[config.mk]
export PLATFORM = sky130hd
export DESIGN_NAME = imem_loader_flat
export DESIGN_NICKNAME = d
export VERILOG_FILES = /design/src/rtl/imem_loader_pkg.sv /design/src/rtl/imem_loader_if.sv /design/src/rtl/imem_loader_word_packer.sv /design/src/rtl/imem_loader.sv /design/src/flat_wrapper.sv
export SDC_FILE = /design/constraint.sdc
export NUM_CORES = 1
export LEC_CHECK = 0
export CAP_MARGIN = 40
export CORE_MARGIN = 8
export CORE_UTILIZATION = 35
export CTS_CLUSTER_SIZE = 25
export DETAILED_ROUTE_END_ITERATION = 8
export SETUP_SLACK_MARGIN = 0.05
export SLEW_MARGIN = 15
export SYNTH_ARGS = -nofsm -noshare
export SYNTH_HDL_FRONTEND = slang
export SYNTH_SLANG_ARGS = --single-unit
[constraint.sdc]
create_clock -name clk -period 3 [get_ports clk]
set_input_delay 0.45 -clock clk [delete_from_list [all_inputs] [get_ports clk]]
set_output_delay 0.45 -clock clk [all_outputs]
set_load 0.005 [all_outputs]
[src/rtl/imem_loader_pkg.sv]
// Shared definitions for the instruction-memory loader.
// State codes, word geometry and SRAM strobe patterns.
package imem_pkg;

    localparam logic [2:0] S_IDLE    = 3'd0;
    localparam logic [2:0] S_COLLECT = 3'd1;
    localparam logic [2:0] S_WRITE   = 3'd2;
    localparam logic [2:0] S_VERIFY  = 3'd3;
    localparam logic [2:0] S_DONE    = 3'd4;
    localparam logic [2:0] S_ERROR   = 3'd5;

    localparam int          WORD_BYTES  = 4;
    localparam logic [31:0] ADDR_STRIDE = 32'd4;

    typedef struct packed {
        logic cs;
        logic oe;
        logic we;
    } strobe_t;

    localparam strobe_t STB_OFF = 3'b000;
    localparam strobe_t STB_RD  = 3'b110;
    localparam strobe_t STB_WR  = 3'b101;

endpackage

[src/rtl/imem_loader_if.sv]
// Byte-stream handshake plus the SRAM bus shared with fetch.
// master = loader side, slave = stream source / SRAM side.
interface imem_loader_if;

    logic        byte_valid;
    logic [7:0]  byte_data;
    logic        byte_ready;
    logic        mem_cs;
    logic        mem_oe;
    logic        mem_we;
    logic [31:0] mem_addr;
    logic [31:0] mem_din;
    logic [31:0] mem_dout;

    modport master (
        input  byte_valid, byte_data, mem_dout,
        output byte_ready, mem_cs, mem_oe, mem_we, mem_addr, mem_din
    );

    modport slave (
        output byte_valid, byte_data, mem_dout,
        input  byte_ready, mem_cs, mem_oe, mem_we, mem_addr, mem_din
    );

endinterface

[src/rtl/imem_loader_word_packer.sv]
// Accepts stream bytes and assembles them into 32-bit words.
// word_ready_o pulses in the cycle the last byte of a word is taken.
module word_packer
    import imem_pkg::*;
#(
    parameter bit BIG_ENDIAN = 1'b1
) (
    input  logic        clk,
    input  logic        rst_n,
    input  logic        en_i,
    input  logic        clr_i,
    input  logic        byte_valid_i,
    input  logic [7:0]  byte_data_i,
    output logic        byte_ready_o,
    output logic [31:0] word_o,
    output logic        word_ready_o
);

    logic [1:0]  idx_q, idx_d;
    logic [31:0] word_q, word_d;
    logic [1:0]  lane;
    logic        fire;

    assign byte_ready_o = en_i;
    assign fire         = en_i && byte_valid_i;
    assign word_ready_o = fire && (idx_q == 2'(WORD_BYTES - 1));
    assign word_o       = word_q;
    assign lane         = BIG_ENDIAN ? (2'd3 - idx_q) : idx_q;

    // Place the accepted byte in its lane and advance the slot index.
    always_comb begin
        idx_d  = idx_q;
        word_d = word_q;
        if (clr_i) begin
            idx_d = 2'd0;
        end else if (fire) begin
            idx_d = idx_q + 2'd1;
            word_d[{lane, 3'b000} +: 8] = byte_data_i;
        end
    end

    // Slot index and partial word; reset drops any half-built word.
    always_ff @(posedge clk or negedge rst_n) begin
        if (!rst_n) begin
            idx_q  <= 2'd0;
            word_q <= 32'd0;
        end else begin
            idx_q  <= idx_d;
            word_q <= word_d;
        end
    end

endmodule

[src/rtl/imem_loader.sv]
// Loads a program image into instruction SRAM with write-then-verify.
// Holds the CPU off while loading or after a failed verify.
module imem_loader
    import imem_pkg::*;
#(
    parameter logic [31:0] BASE_ADDR  = 32'h0000_0000,
    parameter int          MAX_WORDS  = 1024,
    parameter bit          BIG_ENDIAN = 1'b1
) (
    input  logic          clk,
    input  logic          rst_n,
    input  logic          start,
    input  logic [15:0]   num_words,
    imem_loader_if.master bus,
    output logic          busy,
    output logic          done,
    output logic          err,
    output logic [15:0]   words_written,
    output logic          cpu_hold
);

    localparam logic [15:0] MAXW = 16'(MAX_WORDS);

    logic [2:0]  state_q, state_d;
    logic [31:0] addr_q, addr_d;
    logic [15:0] count_q, count_d;
    logic [15:0] nwords_q, nwords_d;
    logic [31:0] word;
    logic [31:0] din;
    logic        word_ready;
    logic        collect;
    logic        clr;
    strobe_t     stb;

    assign collect = (state_q == S_COLLECT);

    word_packer #(
        .BIG_ENDIAN(BIG_ENDIAN)
    ) u_packer (
        .clk          (clk),
        .rst_n        (rst_n),
        .en_i         (collect),
        .clr_i        (clr),
        .byte_valid_i (bus.byte_valid),
        .byte_data_i  (bus.byte_data),
        .byte_ready_o (bus.byte_ready),
        .word_o       (word),
        .word_ready_o (word_ready)
    );

    // State, address, count and latched length registers.
    always_ff @(posedge clk or negedge rst_n) begin
        if (!rst_n) begin
            state_q  <= S_IDLE;
            addr_q   <= BASE_ADDR;
            count_q  <= 16'd0;
            nwords_q <= 16'd0;
        end else begin
            state_q  <= state_d;
            addr_q   <= addr_d;
            count_q  <= count_d;
            nwords_q <= nwords_d;
        end
    end

    // Next state; a start is only honoured from IDLE or ERROR.
    always_comb begin
        state_d  = state_q;
        addr_d   = addr_q;
        count_d  = count_q;
        nwords_d = nwords_q;
        clr      = 1'b0;
        unique case (state_q)
            S_IDLE, S_ERROR: begin
                if (start) begin
                    clr      = 1'b1;
                    addr_d   = BASE_ADDR;
                    count_d  = 16'd0;
                    nwords_d = num_words;
                    if (num_words == 16'd0) state_d = S_DONE;
                    else if (num_words > MAXW) state_d = S_ERROR;
                    else state_d = S_COLLECT;
                end
            end
            S_COLLECT: if (word_ready) state_d = S_WRITE;
            S_WRITE:   state_d = S_VERIFY;
            S_VERIFY: begin
                if (bus.mem_dout != word) begin
                    state_d = S_ERROR;
                end else begin
                    count_d = count_q + 16'd1;
                    addr_d  = addr_q + ADDR_STRIDE;
                    state_d = (count_q + 16'd1 == nwords_q) ? S_DONE : S_COLLECT;
                end
            end
            S_DONE:    state_d = S_IDLE;
            default:   state_d = S_IDLE;
        endcase
    end

    // SRAM strobes and write data; write and read never overlap.
    always_comb begin
        stb = STB_OFF;
        din = 32'd0;
        unique case (state_q)
            S_WRITE: begin
                stb = STB_WR;
                din = word;
            end
            S_VERIFY: stb = STB_RD;
            default:  stb = STB_OFF;
        endcase
    end

    assign bus.mem_cs    = stb.cs;
    assign bus.mem_oe    = stb.oe;
    assign bus.mem_we    = stb.we;
    assign bus.mem_addr  = addr_q;
    assign bus.mem_din   = din;
    assign busy          = (state_q == S_COLLECT) || (state_q == S_WRITE) ||
                           (state_q == S_VERIFY);
    assign done          = (state_q == S_DONE);
    assign err           = (state_q == S_ERROR);
    assign cpu_hold      = busy || err;
    assign words_written = count_q;

endmodule
[src/flat_wrapper.sv]
// flat-port wrapper written by rule: the top's interface ports become plain ports
module imem_loader_flat import imem_pkg::*;
#(
    parameter logic [31:0] BASE_ADDR  = 32'h0000_0000,
    parameter int          MAX_WORDS  = 1024,
    parameter bit          BIG_ENDIAN = 1'b1
)
  (clk, rst_n, start, num_words, busy, done, err, words_written, cpu_hold, bus_byte_valid, bus_byte_data, bus_mem_dout, bus_byte_ready, bus_mem_cs, bus_mem_oe, bus_mem_we, bus_mem_addr, bus_mem_din);
  imem_loader_if bus_i ();
  input  logic clk;
  input  logic rst_n;
  input  logic start;
  input  logic [15:0] num_words;
  output logic busy;
  output logic done;
  output logic err;
  output logic [15:0] words_written;
  output logic cpu_hold;
  input wire logic [$bits(bus_i.byte_valid)-1:0] bus_byte_valid;
  input wire logic [$bits(bus_i.byte_data)-1:0] bus_byte_data;
  input wire logic [$bits(bus_i.mem_dout)-1:0] bus_mem_dout;
  output wire logic [$bits(bus_i.byte_ready)-1:0] bus_byte_ready;
  output wire logic [$bits(bus_i.mem_cs)-1:0] bus_mem_cs;
  output wire logic [$bits(bus_i.mem_oe)-1:0] bus_mem_oe;
  output wire logic [$bits(bus_i.mem_we)-1:0] bus_mem_we;
  output wire logic [$bits(bus_i.mem_addr)-1:0] bus_mem_addr;
  output wire logic [$bits(bus_i.mem_din)-1:0] bus_mem_din;
  assign bus_i.byte_valid = bus_byte_valid;
  assign bus_i.byte_data = bus_byte_data;
  assign bus_i.mem_dout = bus_mem_dout;
  assign bus_byte_ready = bus_i.byte_ready;
  assign bus_mem_cs = bus_i.mem_cs;
  assign bus_mem_oe = bus_i.mem_oe;
  assign bus_mem_we = bus_i.mem_we;
  assign bus_mem_addr = bus_i.mem_addr;
  assign bus_mem_din = bus_i.mem_din;
  imem_loader #(.BASE_ADDR(BASE_ADDR), .MAX_WORDS(MAX_WORDS), .BIG_ENDIAN(BIG_ENDIAN)) u_core (.clk(clk), .rst_n(rst_n), .start(start), .num_words(num_words), .bus(bus_i), .busy(busy), .done(done), .err(err), .words_written(words_written), .cpu_hold(cpu_hold));
endmodule
==> impl_metrics.ini <==
[routing]
drtPass1Iterations = 5
wl_per_cell_um = 17.5
ant_nets = 0
drcViolationCount = 0
vias_per_cell = 5.26
wl_um = 18400
initialDrtViolationCount = 388
routed-via-count = 5549

[sta]
setup_ws_ns = 0.259
slew_violations = 0
fmax_mhz = 365
fin_skew_ns = 0.00747
tightest_slew_ns = 0.648
finalCritPeriodShare_pct = 91.4
relSlewSlack_pct = 56.7
hold_violations = 0
setup_viol = 0
timing.setup.tns_ns = 0
timing.hold.ws_ns = 0.0700
rsz0062_at_grt = no
min_period_ns = 2.74

[yosys]
ys_seq_area_share_pct = 42.6
synthArstFlopShare_pct = 100
syn_avg_cell_area_um2 = 8.42
synth_edf_count = 0
synthTopCellsByArea = dfrtp_1 (43%), nand2_1 (9.7%), xnor2_1 (8.3%)
yosysTopAreaCell = dfrtp_1
yosysWarnings = 0
ys_seq_elements = 99
synth.top_cell.area_share_pct = 42.6
synth.top_cells.by_count = nand2_1 (150), dfrtp_1 (99), o21ai_0 (71)
synth_cell_types = 57
synth_flop_cell = dfrtp_1
synthCells = 690
synth_most_common_cell = nand2_1
syn_area_um2 = 5810

[layout]
instances_no_fill = 1054
antenna_cells = 0
drive_above_1_share_pct = 5.52
fillers = 1545
post-route-util_pct = 48.1
nNetsFinal = 896
fin_area_um2 = 7890
areaGrowthSynthToFinish_pct = 35.7

[setup_path]
reg2reg_from = u_core.words_written[0]
reg2reg_slack_ns = 0.26
critPathCaptureType = flip-flop
critPathKind = reg2reg
crit_required_ns = 3.29
crit_path_max_fanout = 7
ff2ff_path_depth = 8
worstReg2RegEnd = u_core.state_q[2]
cp-start-kind = flip-flop
worstPathArrival_ns = 3.03

[placement]
pre_cts_slack_ns = -0.0502
gp_congestion = 0.887
placed_cell_area_um2 = 7570
io_buffers = 145
dp_cells = 1038
dp_hpwl_um = 14200

[pwr]
vdd_ir_drop_max_uv = 280
p_leak_nw = 3.25
p_per_area_nw_per_um2 = 617
power_mw = 4.86

[floorplan]
start_util_pct = 35.4
die-area_um2 = 21000
fp-row-count = 47
die_y_um = 145
boundaryPins = 148
die_x_um = 145
core-area_um2 = 16400

[hold_path]
min_path_type = in2async

[clock_network]
cts_hold_buf = 0
numCtsBuffers = 9
clkLatencyLatePin_ns = 0.35
cts_sinks = 99
path_clk_slew_ns = 0.07
cts_tree = done
cts_resized = 0
clock-root-buffer = clkbuf_16
ctsLongestPathBuffers = 2
post_cts_buffers = 0
htreeDepth = 3

[global_routing]
gr-usage-all-layers_pct = 18.0
grt_pass1_vias = 5597
grt_pass1_wl_um = 29500
antenna_found_initial = 0
grt_max_degree = 47
overflow = 0

[run]
maxCapViolations = 0

[status]
run_status = complete, no violations
-- metal layers --
layer / part of all wire (%) / GRT usage, %
met1: 44 / 22.6
met2: 48 / 29.9
met3: 7.2 / 4.66
met4: 1.3 / 4.98
met5: 0 / 0
-- layout by cell type (no fill, tap or decap), drive strengths merged, types with 20 or more instances in the layout --
| master | instances |
|---|---|
| and3 | 37 |
| a21oi | 21 |
| clkdlybuf4s50 | 144 |
| nor2 | 43 |
| buf | 20 |
| o21ai | 72 |
| nand3 | 23 |
| dfrtp | 99 |
| xnor2 | 55 |
| nand2 | 150 |
-- registers in the layout, indices dropped and copies added (netlist names) --
signal and flops:
u_core.words_written 16, u_core.state_q 3, u_core.nwords_q 16, u_core.u_packer.word_o 32, u_core.u_packer.idx_q 2, u_core.bus.mem_addr 30
-- worst max path at each step --
stage | startpoint | endpoint
2_1_floorplan | u_core.words_written[0] | u_core.state_q[2]
3_3_place_gp | bus_mem_dout[7] | u_core.bus.mem_addr[16]
3_5_place_dp | bus_mem_dout[7] | u_core.bus.mem_addr[24]
4_1_cts | u_core.state_q[1] | bus_mem_oe
5_1_grt | u_core.words_written[0] | u_core.state_q[2]
6_report | u_core.words_written[0] | u_core.state_q[2]
-- power breakdown --
group	leakage (nW)	internal (mW)	total [mW]	switching, mW
clock network	0.155	0.712	1.22	0.503
logic	1.76	0.775	1.68	0.908
registers	1.34	1.62	1.96	0.345
-- cells by family after synthesis --
group           Yosys count  share of synthesized area [%]
mux                       3                          0.538
other cells               1                         0.0645
flops                    99                           42.6
compound gates          126                           12.7
xor+xnor                 67                           10.4
fa+ha+maj                 7                           1.51
buf+inv                  53                           3.75
simple gates            334                           28.4
-- critical path: stages (launching register included) --
cell      delay, ns
dfrtp_1        0.47
ha_1           0.29
nand2_1        0.22
nor4_1         0.58
xor2_1         0.13
or3_1          0.34
a311oi_1       0.24
o211a_1        0.26
a31o_1         0.16
-- final cells by class --
cell class,instances,area [µm²],share of cell area (%)
inverters,16,60.1,0.762
repair buffers,164,1630,20.7
well taps,220,275,3.49
clock buffers,12,267,3.38
multi-input cells,539,3130,39.6
flip-flops and latches,99,2480,31.4
clock inverters,4,47.5,0.603
Power figures use the tool's default switching activity.
